==> src/rtl/mult_seq_ctrl.sv <==
// mult_seq_ctrl: sequencer for the shift-add unsigned multiplier.
// Owns the HI/LO pair; runs MULTU/MADDU, serves MTHI/MTLO and MFHI/MFLO.
module mult_seq_ctrl #(
    parameter int unsigned ITER           = 32,
    parameter logic [5:0]  MULTU_CODE     = 6'b011001,
    parameter logic [5:0]  MADDU_CODE     = 6'b011100,
    parameter logic [5:0]  MULTU_OUT_CODE = 6'b111111,
    parameter logic [5:0]  MADDU_OUT_CODE = 6'b111110,
    parameter logic [5:0]  IDLE_CODE      = 6'b000000
) (
    input  logic        clk,
    input  logic        reset,
    input  logic        req_valid,
    input  logic [5:0]  req_funct,
    input  logic [31:0] req_a,
    input  logic [31:0] req_b,
    output logic        req_ready,
    output logic        busy,
    output logic        done,
    output logic [5:0]  mul_signal,
    output logic [31:0] mul_a,
    output logic [31:0] mul_b,
    input  logic [63:0] mul_result,
    input  logic        mt_we,
    input  logic        mt_sel,
    input  logic [31:0] mt_data,
    output logic [31:0] hi,
    output logic [31:0] lo
);

    localparam int unsigned   CW   = $clog2(ITER + 1);
    localparam logic [CW-1:0] LAST = CW'(ITER - 1);
    localparam logic [CW-1:0] ONE  = CW'(1);

    typedef enum logic [1:0] {
        S_IDLE,
        S_RUN,
        S_DRAIN,
        S_WRITE
    } state_t;

    state_t        state;
    state_t        state_nx;
    logic [CW-1:0] cnt;
    logic [CW-1:0] cnt_nx;
    logic          op_madd;
    logic          op_madd_nx;
    logic [31:0]   a_nx;
    logic [31:0]   b_nx;
    logic [31:0]   hi_nx;
    logic [31:0]   lo_nx;
    logic          is_op;
    logic          accept;
    logic [63:0]   acc_sum;

    // Only MULTU/MADDU start the sequencer, and only from IDLE.
    assign is_op   = (req_funct == MULTU_CODE) || (req_funct == MADDU_CODE);
    assign accept  = (state == S_IDLE) && req_valid && is_op;
    // MADDU accumulation; carry out of bit 63 is dropped.
    assign acc_sum = {hi, lo} + mul_result;

    // State, counter, operand latches and the architectural HI/LO pair.
    always_ff @(posedge clk or posedge reset) begin
        if (reset) begin
            state   <= S_IDLE;
            cnt     <= '0;
            op_madd <= 1'b0;
            mul_a   <= '0;
            mul_b   <= '0;
            hi      <= '0;
            lo      <= '0;
        end else begin
            state   <= state_nx;
            cnt     <= cnt_nx;
            op_madd <= op_madd_nx;
            mul_a   <= a_nx;
            mul_b   <= b_nx;
            hi      <= hi_nx;
            lo      <= lo_nx;
        end
    end

    // Next-state logic and per-state multiplier control / handshake outputs.
    always_comb begin
        state_nx   = state;
        cnt_nx     = cnt;
        op_madd_nx = op_madd;
        a_nx       = mul_a;
        b_nx       = mul_b;
        hi_nx      = hi;
        lo_nx      = lo;
        mul_signal = IDLE_CODE;
        busy       = 1'b1;
        done       = 1'b0;
        unique case (state)
            S_IDLE: begin
                busy = 1'b0;
                // An MT write lands at the accept edge, so a following
                // MADDU accumulates onto the freshly written value.
                if (mt_we) begin
                    if (mt_sel) hi_nx = mt_data;
                    else        lo_nx = mt_data;
                end
                if (accept) begin
                    a_nx       = req_a;
                    b_nx       = req_b;
                    op_madd_nx = (req_funct == MADDU_CODE);
                    cnt_nx     = '0;
                    state_nx   = S_RUN;
                end
            end
            S_RUN: begin
                mul_signal = op_madd ? MADDU_CODE : MULTU_CODE;
                cnt_nx     = cnt + ONE;
                if (cnt == LAST) state_nx = S_DRAIN;
            end
            S_DRAIN: begin
                mul_signal = op_madd ? MADDU_OUT_CODE : MULTU_OUT_CODE;
                state_nx   = S_WRITE;
            end
            S_WRITE: begin
                done = 1'b1;
                if (op_madd) {hi_nx, lo_nx} = acc_sum;
                else         {hi_nx, lo_nx} = mul_result;
                state_nx = S_IDLE;
            end
            default: begin
                state_nx = S_IDLE;
            end
        endcase
        req_ready = ~busy;
    end

endmodule

==> config.mk <==
export PLATFORM = sky130hd
export DESIGN_NAME = mult_seq_ctrl
export DESIGN_NICKNAME = d
export VERILOG_FILES = /design/src/rtl/mult_seq_ctrl.sv
export SDC_FILE = /design/constraint.sdc
export NUM_CORES = 1
export LEC_CHECK = 0
export BUFFER_PORTS_ARGS = -buffer_cell sky130_fd_sc_hd__buf_2
export CAP_MARGIN = 20
export CORE_ASPECT_RATIO = 0.9
export CORE_MARGIN = 2
export CORE_UTILIZATION = 50
export CTS_CLUSTER_DIAMETER = 40
export DETAILED_ROUTE_END_ITERATION = 6
export GPL_TIMING_DRIVEN = 0
export PLACE_DENSITY_LB_ADDON = 0.1
export SETUP_SLACK_MARGIN = 0.02
export SYNTH_ARGS = -nofsm -noshare
export SYNTH_HDL_FRONTEND = slang
export SYNTH_SLANG_ARGS = --single-unit
==> constraint.sdc <==
create_clock -name clk -period 8.6 [get_ports clk]
set_input_delay 0 -clock clk [delete_from_list [all_inputs] [get_ports clk]]
set_output_delay 0 -clock clk [all_outputs]
set_load 0.05 [all_outputs]
# After elaboration in Yosys (flattened, before gate mapping)
# Cells that the tools add are included.
# word_totals
output_inout_bits	137
ff_bits	137
word_cells	49
input_bits	171
# classes
n_mux	18
n_eq_ne	11
n_reduce_logical	11
n_addsub	2
# op_table
operator	count
two-way mux 32 bit	6
one-hot mux 32 bit (2 select lines)	2
adder 64 bit	1
one-hot mux 6 bit (2 select lines)	2
== test 6 x 5 -> 1 bit (second input constant)	3
one-hot mux 2 bit (4 select lines)	1
adder 6 x 1 -> 6 bit (second input constant)	1
two-way mux 6 bit	1
inequality test 2 x 1 -> 1 bit (second input constant)	3
AND reduction 2 bit	3
AND reduction 3 bit	2
== test 2 bit (second input constant)	2
two-way mux 2 bit	2
inequality test 2 bit (second input constant)	2
nonzero test 2 bit	2
two-way mux 1 bit	3
two-way mux 3 bit	1
== test 2 x 1 -> 1 bit (second input constant)	1
logical AND 1 bit	2
logical NOT 2 bit	1
logical OR 1 bit	1

# Depth between registers and ports, before layout
# Gate-level depths: netlist of run 1.
# depth
ltp_word	5
ltp_mapped	12
depth_no_buf	12

# Worst setup path before layout of run 1
# OpenSTA, ideal clock, no wires.
# synth_timing
kind	flip-flop to flip-flop
startpoint	register lo[0]
endpoint	register lo[26]
n_path_buf	0
setup_time_ps	137
period_less_slack_ps	3400
t_arrival_ps	3263
required_ps	8463
setup_slack_ps	5200
path_stages_with_launch	13
path_cell_list	dfrtp_1 ha_1 fa_1 a21o_1 a221oi_2 or4_4 a311oi_1 nor2_1 o21ai_0 a31oi_1 xnor2_1 a2111oi_0 nor3_1
# synth_between
elab_chain_cells	3
# synth_rtl
item	line_no	text
start: declaration	28	output logic [31:0] lo
start signal: assignment	79	lo <= lo_nx;
adder 64 bit	60	assign acc_sum = {hi, lo} + mul_result;
two-way mux 32 bit	123	if (op_madd) {hi_nx, lo_nx} = acc_sum;
one-hot mux 32 bit (2 select lines)	95	unique case (state)
# Every way passes these cells.
# A chain may end at the register's enable or synchronous reset.

# Final worst setup path of run 1
# layout_timing
startpoint	register lo[0]
endpoint	register hi[30]
# layout_between
elab_chain_cells	3
# layout_rtl
item	line_no	text
adder 64 bit	60	
two-way mux 32 bit	123	
one-hot mux 32 bit (2 select lines)	95	
end signal: assignment	78	hi <= hi_nx;
end: declaration	27	output logic [31:0] hi,
# Every way passes these cells.

==> results of run 1 <==
[cell type report]
type                       instances  area (um^2)  area share, %
buffer                            76        314.1          2.258
multi-input combinational        921         6455          46.41
tap                              255        319.1          2.294
timing repair buffer             419         2675          19.23
antenna                            9        22.52         0.1619
clock buffer                      18        429.2          3.085
sequential                       137         3428          24.65
clock inverter                    14        160.2          1.151
inverter                          27        106.4         0.7646
[worst paths after layout]
check | to | start | slack [ps]
max | hi[30] | lo[0] | 4310
min | lo[10] | mul_result[10] | 7
max reg2reg | hi[30] | lo[0] | 4310
min reg2reg | lo[5] | lo[5] | 510
max in group asynchronous | mul_b[9] | reset | 7540
min in group asynchronous | mul_b[17] | reset | 230
[registers in the layout, summed over array words and instances (netlist names)]
name     cells
mul_a       32
lo          32
hi          32
op_madd      1
cnt          6
mul_b       32
state        2
[metal layers]
metal  part of all wire, %  vias up  routed length, um  global-route usage [%]
met2                    45      641              19360                   61.31
met4                   5.0        0               2168                   20.09
met1                    40     5424              17100                   51.20
li1                      -     5194                  -                       -
met3                    10      120               4379                   8.694
met5                     0        -                  0                       0
[cells in the final DEF (no fill, tap or decap), types with 16 or more instances in the layout]
cell type,n
a211oi_1,29
a21o_1,64
a21oi_1,103
a221oi_1,16
buf_2,315
clkbuf_1,60
clkbuf_16,17
dfrtp_1,137
dlygate4sd3_1,111
ha_1,68
inv_1,25
mux2_2,66
mux2i_1,21
nand2_1,102
nand3_1,17
nand4_1,20
nor2_1,92
nor3_1,16
o21ai_0,76
o22ai_1,17
xnor2_1,36
xor2_1,18
[Yosys cell counts (8+ instances only)]
cell,count,area (um^2)
xnor2_1,36,315.3
o31ai_1,11,82.58
a221oi_1,16,140.1
nand4_1,20,125.1
a21oi_1,103,515.5
o21bai_1,15,112.6
nor2b_1,11,68.82
nand2b_1,8,50.05
o21ai_0,76,380.4
inv_1,26,97.59
ha_1,68,850.8
xor2_1,18,157.7
mux2i_1,21,210.2
mux2_2,66,743.2
nand3_1,17,85.08
a21o_1,64,480.5
dfrtp_1,137,3428
a211oi_1,29,217.7
o22ai_1,17,106.4
buf_2,8,40.04
a31oi_1,15,93.84
nand2_1,102,382.9
nor2_1,92,345.3
clkbuf_1,59,221.5
nor3_1,16,80.08
[logic make-up after synthesis]
kind of cell	synth area share (%)
AOI/OAI and AO/OA	26.40
xor gates and xnor gates	4.592
muxes	9.258
adders and majority gates	8.456
buffers and inverters	4.033
and+or+nand+nor	13.97
DFF	33.29
[critical path, stage by stage (launching register included)]
cell,delay [ps]
dfrtp_1,400
ha_1,220
fa_1,410
a21o_1,220
a221oi_2,390
or4_4,240
a311oi_1,110
o21ai_0,460
nand3_1,170
a21oi_1,340
o21ai_0,180
xnor2_1,150
a221oi_1,300
dlygate4sd3_1,610
[metrics by stage]
step / hold WS (ps) / utilization (%) / total power, W / instance area [um^2]
CTS: 2.067 / 69.06 / 0.005918 / 13890
global route: 27.28 / 69.11 / 0.006352 / 13900
global placement: 231.1 / 60.44 / 0.005030 / 12150
finish: 6.506 / 69.17 / 0.006016 / 13910
floorplan: 151.7 / - / 0.004047 / 10300
detailed placement: 142.8 / 60.60 / 0.005062 / 12190
[power groups by stage]
stage / registers, W / logic (W) / clock network, W
2_1_floorplan: 0.00191 / 0.00214 / 0
3_3_place_gp: 0.00112 / 0.00391 / 0
3_5_place_dp: 0.00113 / 0.00394 / 0
4_1_cts: 0.00112 / 0.00402 / 0.000782
5_1_grt: 0.00116 / 0.00438 / 0.000810
6_report: 0.00113 / 0.00410 / 0.000782
==> metrics, run 1 <==
starting density of the core=51.21%; P_int=0.002646 W; core area=20110 um^2; CTS tree=done; Total Neg Setup Slack=0 ps; Detail Placement HPWL=31640 um; Seq/Total Area, Yosys=33.29%; vias per inst=6.066; vias in the first global route=11040; GRT Total Usage=39.19%; Post-synth ARST share=100.0%; status=completed; Worst-Skew Late Latency=440 ps; cts repair resizes=0; Critical Path Fanout Max=3; Worst EP required=8970 ps; crit path time final=4289 ps; layout cell share with drive strength beyond 1=27.23%; fill count=1594; antenna violations before repair=9; Psw=0.003370 W; Post-CTS Setup Bufs=0; Cell variety after synth=76; Wirelength per Cell=22.92 um; Clock Sink Count=137; post-synth design cell area=10300 um^2; Syn Area/Cell=8.870 um^2; crit path kind=flop to flop; global-route wire length before repair=64560 um; nets=1839; ANT nets after route=0; Combinational Power Share=68.2%; Inst Count DP=1724; Flop pwr share=18.8%; initial drt markers=965; Synth Instances=1161; Slew headroom=33.40%; CTS HTree Levels=4; Inserted Clock Buffers=17; Congestion Overflow GR=0; Max Cap Violations=0; Yosys reg bits=137; P&R area growth vs syn=35.06%; worst-case vdd ir drop=0.0003275 V; Top Ports=308; Die H=140.2 um; WL final=43000 um; Max Slew Vio Count=0; Critical Path Start Type=flop; Die Wd=155.3 um; Synth Flop Type=dfrtp_1; number of synthesized flops with an enable pin=0; Worst Setup End Kind=flop; fmax=0.2332 GHz; Cell Count, Final, Fillers Out=1876; final setup margin=4311 ps; port bufs=307; largest net degree at the start of global routing=75; Reg clk slew, reported paths=70 ps; Setup violations, final=0; switching share of power=56.02%; # rows=49; WHS Path Cells=5; die footprint=21760 um^2; period utilization=49.87%; GPL Wtd Cong=1.031; RSZ-0062 raised after global routing=false; clock skew=12.76 ps; Place WS=4839 ps; endpoints failing hold=0; hold buffers post-CTS=111; PD cells=432.5 nW/um^2; CTS root buffer=clkbuf_16; slew at the pin with the worst max-slew slack=999.0 ps; Hold Crit Class=input pin to flop; CTS Buffer Depth=2; overall via count from detail_route=11380; Leakage Power=6.745 nW; R2R cell count=13; Synth Warn #=0; 1st-pass router iterations=6; Synth Net Count=1401; Clock Power Share=13.0%; Worst EP arrival=4660 ps; DRC=0
Power figures use the tool's default switching activity.
==> run 2, diff against run 1 <==
Settings changed: ABC_AREA from default to 1.
Clock period 8.6 ns to 3.65 ns, I/O delays scaled along.
==> metrics, run 2 <==
Wirelength per Cell=17.18 um; fill count=2349; GPL Wtd Cong=0.9897; crit-path max cell delay=710 ps; Die Wd=172.1 um; Worst R2R End=hi[23]; Combinational Power Share=72.2%; Die H=155.3 um; Top Ports=308; WHS Path Cells=3; switching share of power=57.76%; Yosys top cell area share=26.97%; CTS Buffer Depth=2; Synth Net Count=2411; antenna violations before repair=1; commonest non-fill, non-tap cell in the layout=nand2_1; 1st-pass router iterations=7; Post-synth ARST share=100.0%; Inserted Clock Buffers=17; hold slack final=9.364 ps; Psw=0.008678 W; Place WS=1004 ps; Total Neg Setup Slack=0 ps; CTS tree=done; Worst EP arrival=3570 ps; port bufs=307; largest net degree at the start of global routing=40; Post-synth top cells=847 x nand2_1, 383 x inv_1, 278 x nor2_1; Worst-Skew Late Latency=440 ps; slew at the pin with the worst max-slew slack=855.0 ps; most common cell in the synthesized netlist=nand2_1; P_int=0.006345 W; vias per inst=5.137; clock skew=16.67 ps; Worst EP required=3970 ps; Yosys reg bits=137; Critical Path Start Type=flop; DRC=4; Detail Placement HPWL=40240 um; area of the multi-input gates=7552 um^2; number of synthesized flops with an enable pin=0; P&R area growth vs syn=32.99%; R2R setup slack=400 ps; hold buffers post-CTS=160; overall via count from detail_route=15490; Clock Power Share=11.9%; Clock Sink Count=137; Max Cap Violations=0; die footprint=26710 um^2; PD cells=888.8 nW/um^2; RSZ-0062 raised after global routing=false; period utilization=89.08%; nets=2900; initial drt markers=1426; Leakage Power=10.03 nW; vias in the first global route=14580; Slew headroom=43.00%; worst-case vdd ir drop=0.0008487 V; register area=3428 um^2; Seq/Total Area, Yosys=26.97%; status=finished, violations left; post-synth design cell area=12710 um^2; Synth Warn #=0; Post-CTS Setup Bufs=0; crit path kind=flop to flop; cts repair resizes=0; failing checks=design-rule violations; Reg clk slew, reported paths=80 ps; GRT Total Usage=38.54%; Flop pwr share=16.0%; Max Slew Vio Count=0; antenna cell count=0; Worst R2R Start=state[0]; CTS HTree Levels=4; R2R cell count=8; Hold Crit Class=input pin to flop; fmax=0.3076 GHz; CTS root buffer=clkbuf_16; Congestion Overflow GR=0; most frequent cells in the layout=847 x nand2_1, 382 x inv_1, 315 x buf_2; # rows=55; Critical Path Fanout Max=10; Synth Flop Type=dfrtp_1; starting density of the core=50.74%; Critical Path, Cell by Cell=inv_1 > ha_1 > inv_2 > o211ai_2 > clkbuf_1 > nand2_1 > a21boi_1 > dlygate4sd3_1; worst hold start=mt_data[12]; crit path time final=3251 ps; global-route wire length before repair=77870 um; core area=25050 um^2; endpoints failing hold=0; Cell variety after synth=42; WL final=51790 um; final setup margin=398.7 ps; CP startpoint=state[0]; cell taking the most area after synthesis=dfrtp_1; layout cell share with drive strength beyond 1=16.42%; Min-Delay Endpoint=lo[12]; Crit-path slowest cell=clkbuf_1; Syn Area/Cell=5.855 um^2; Worst Setup End Kind=flop; Setup violations, final=0; Synth Instances=2171; largest cells by area after synthesis=dfrtp_1 27%, nand2_1 25%, inv_1 11%; ANT nets after route=0
-- run 2: kinds of logic after synthesis --
group	share of synthesized area, %
buffers and inverters	13.61
adder cells (fa/ha/maj)	6.851
AO/OA/AOI/OAI	9.371
AND/OR/NAND/NOR	40.99
flip-flops	26.97
XOR/XNOR	2.205
-- run 2: cell type report --
class / count / share of cell area [%]
buffer: 55 / 1.466
sequential: 137 / 20.28
clock inverter: 14 / 0.7920
inverter: 395 / 8.794
multi-input combinational: 1584 / 44.68
timing repair buffer: 470 / 18.92
tap: 342 / 2.531
clock buffer: 18 / 2.539
-- run 2: how the worst max path moves through the flow --
stage / cells past startpoint / end / slack [ps]
after floorplan: 10 / lo[21] / 1230
after global placement: 2 / hi[15] / 900
after detailed placement: 7 / hi[17] / 1000
after CTS: 15 / hi[6] / 500
after global routing: 15 / hi[6] / 270
final: 8 / hi[23] / 400
-- run 2: through the flow --
stage                     power, W  util [%]  area, um^2  cells
after detailed placement   0.01236     58.84       14740   2823
after global routing       0.01603     67.48       16900   3015
after CTS                  0.01476     67.48       16900   3015
after global placement     0.01223     58.60       14680   2820
after floorplan           0.009560         -       12710   2171
final                      0.01502     67.48       16900   3015
-- run 2: critical path, delay by kind of cell (launching register included) --
family                   cells  cell delay [ps]
adder cells (fa/ha/maj)      1              340
AO/OA/AOI/OAI                2              790
flip-flops                   1              420
AND/OR/NAND/NOR              1               80
buffers and inverters        4             1490
-- run 2: power by group through the flow --
stage                     logic, W  registers, W  clock network (W)
final                       0.0108       0.00240            0.00178
after global routing        0.0117       0.00245            0.00184
after CTS                   0.0106       0.00238            0.00178
after detailed placement   0.00995       0.00240                  0
after global placement     0.00984       0.00239                  0
after floorplan            0.00577       0.00379                  0
-- run 2: routing by layer --
layer	vias to the layer above	track usage, %	part of all wire [%]
li1	7512	-	-
met1	7069	51.18	42
met2	775	61.46	44
met3	131	7.911	9.4
met4	2	15.37	4.0
met5	-	0	0.025
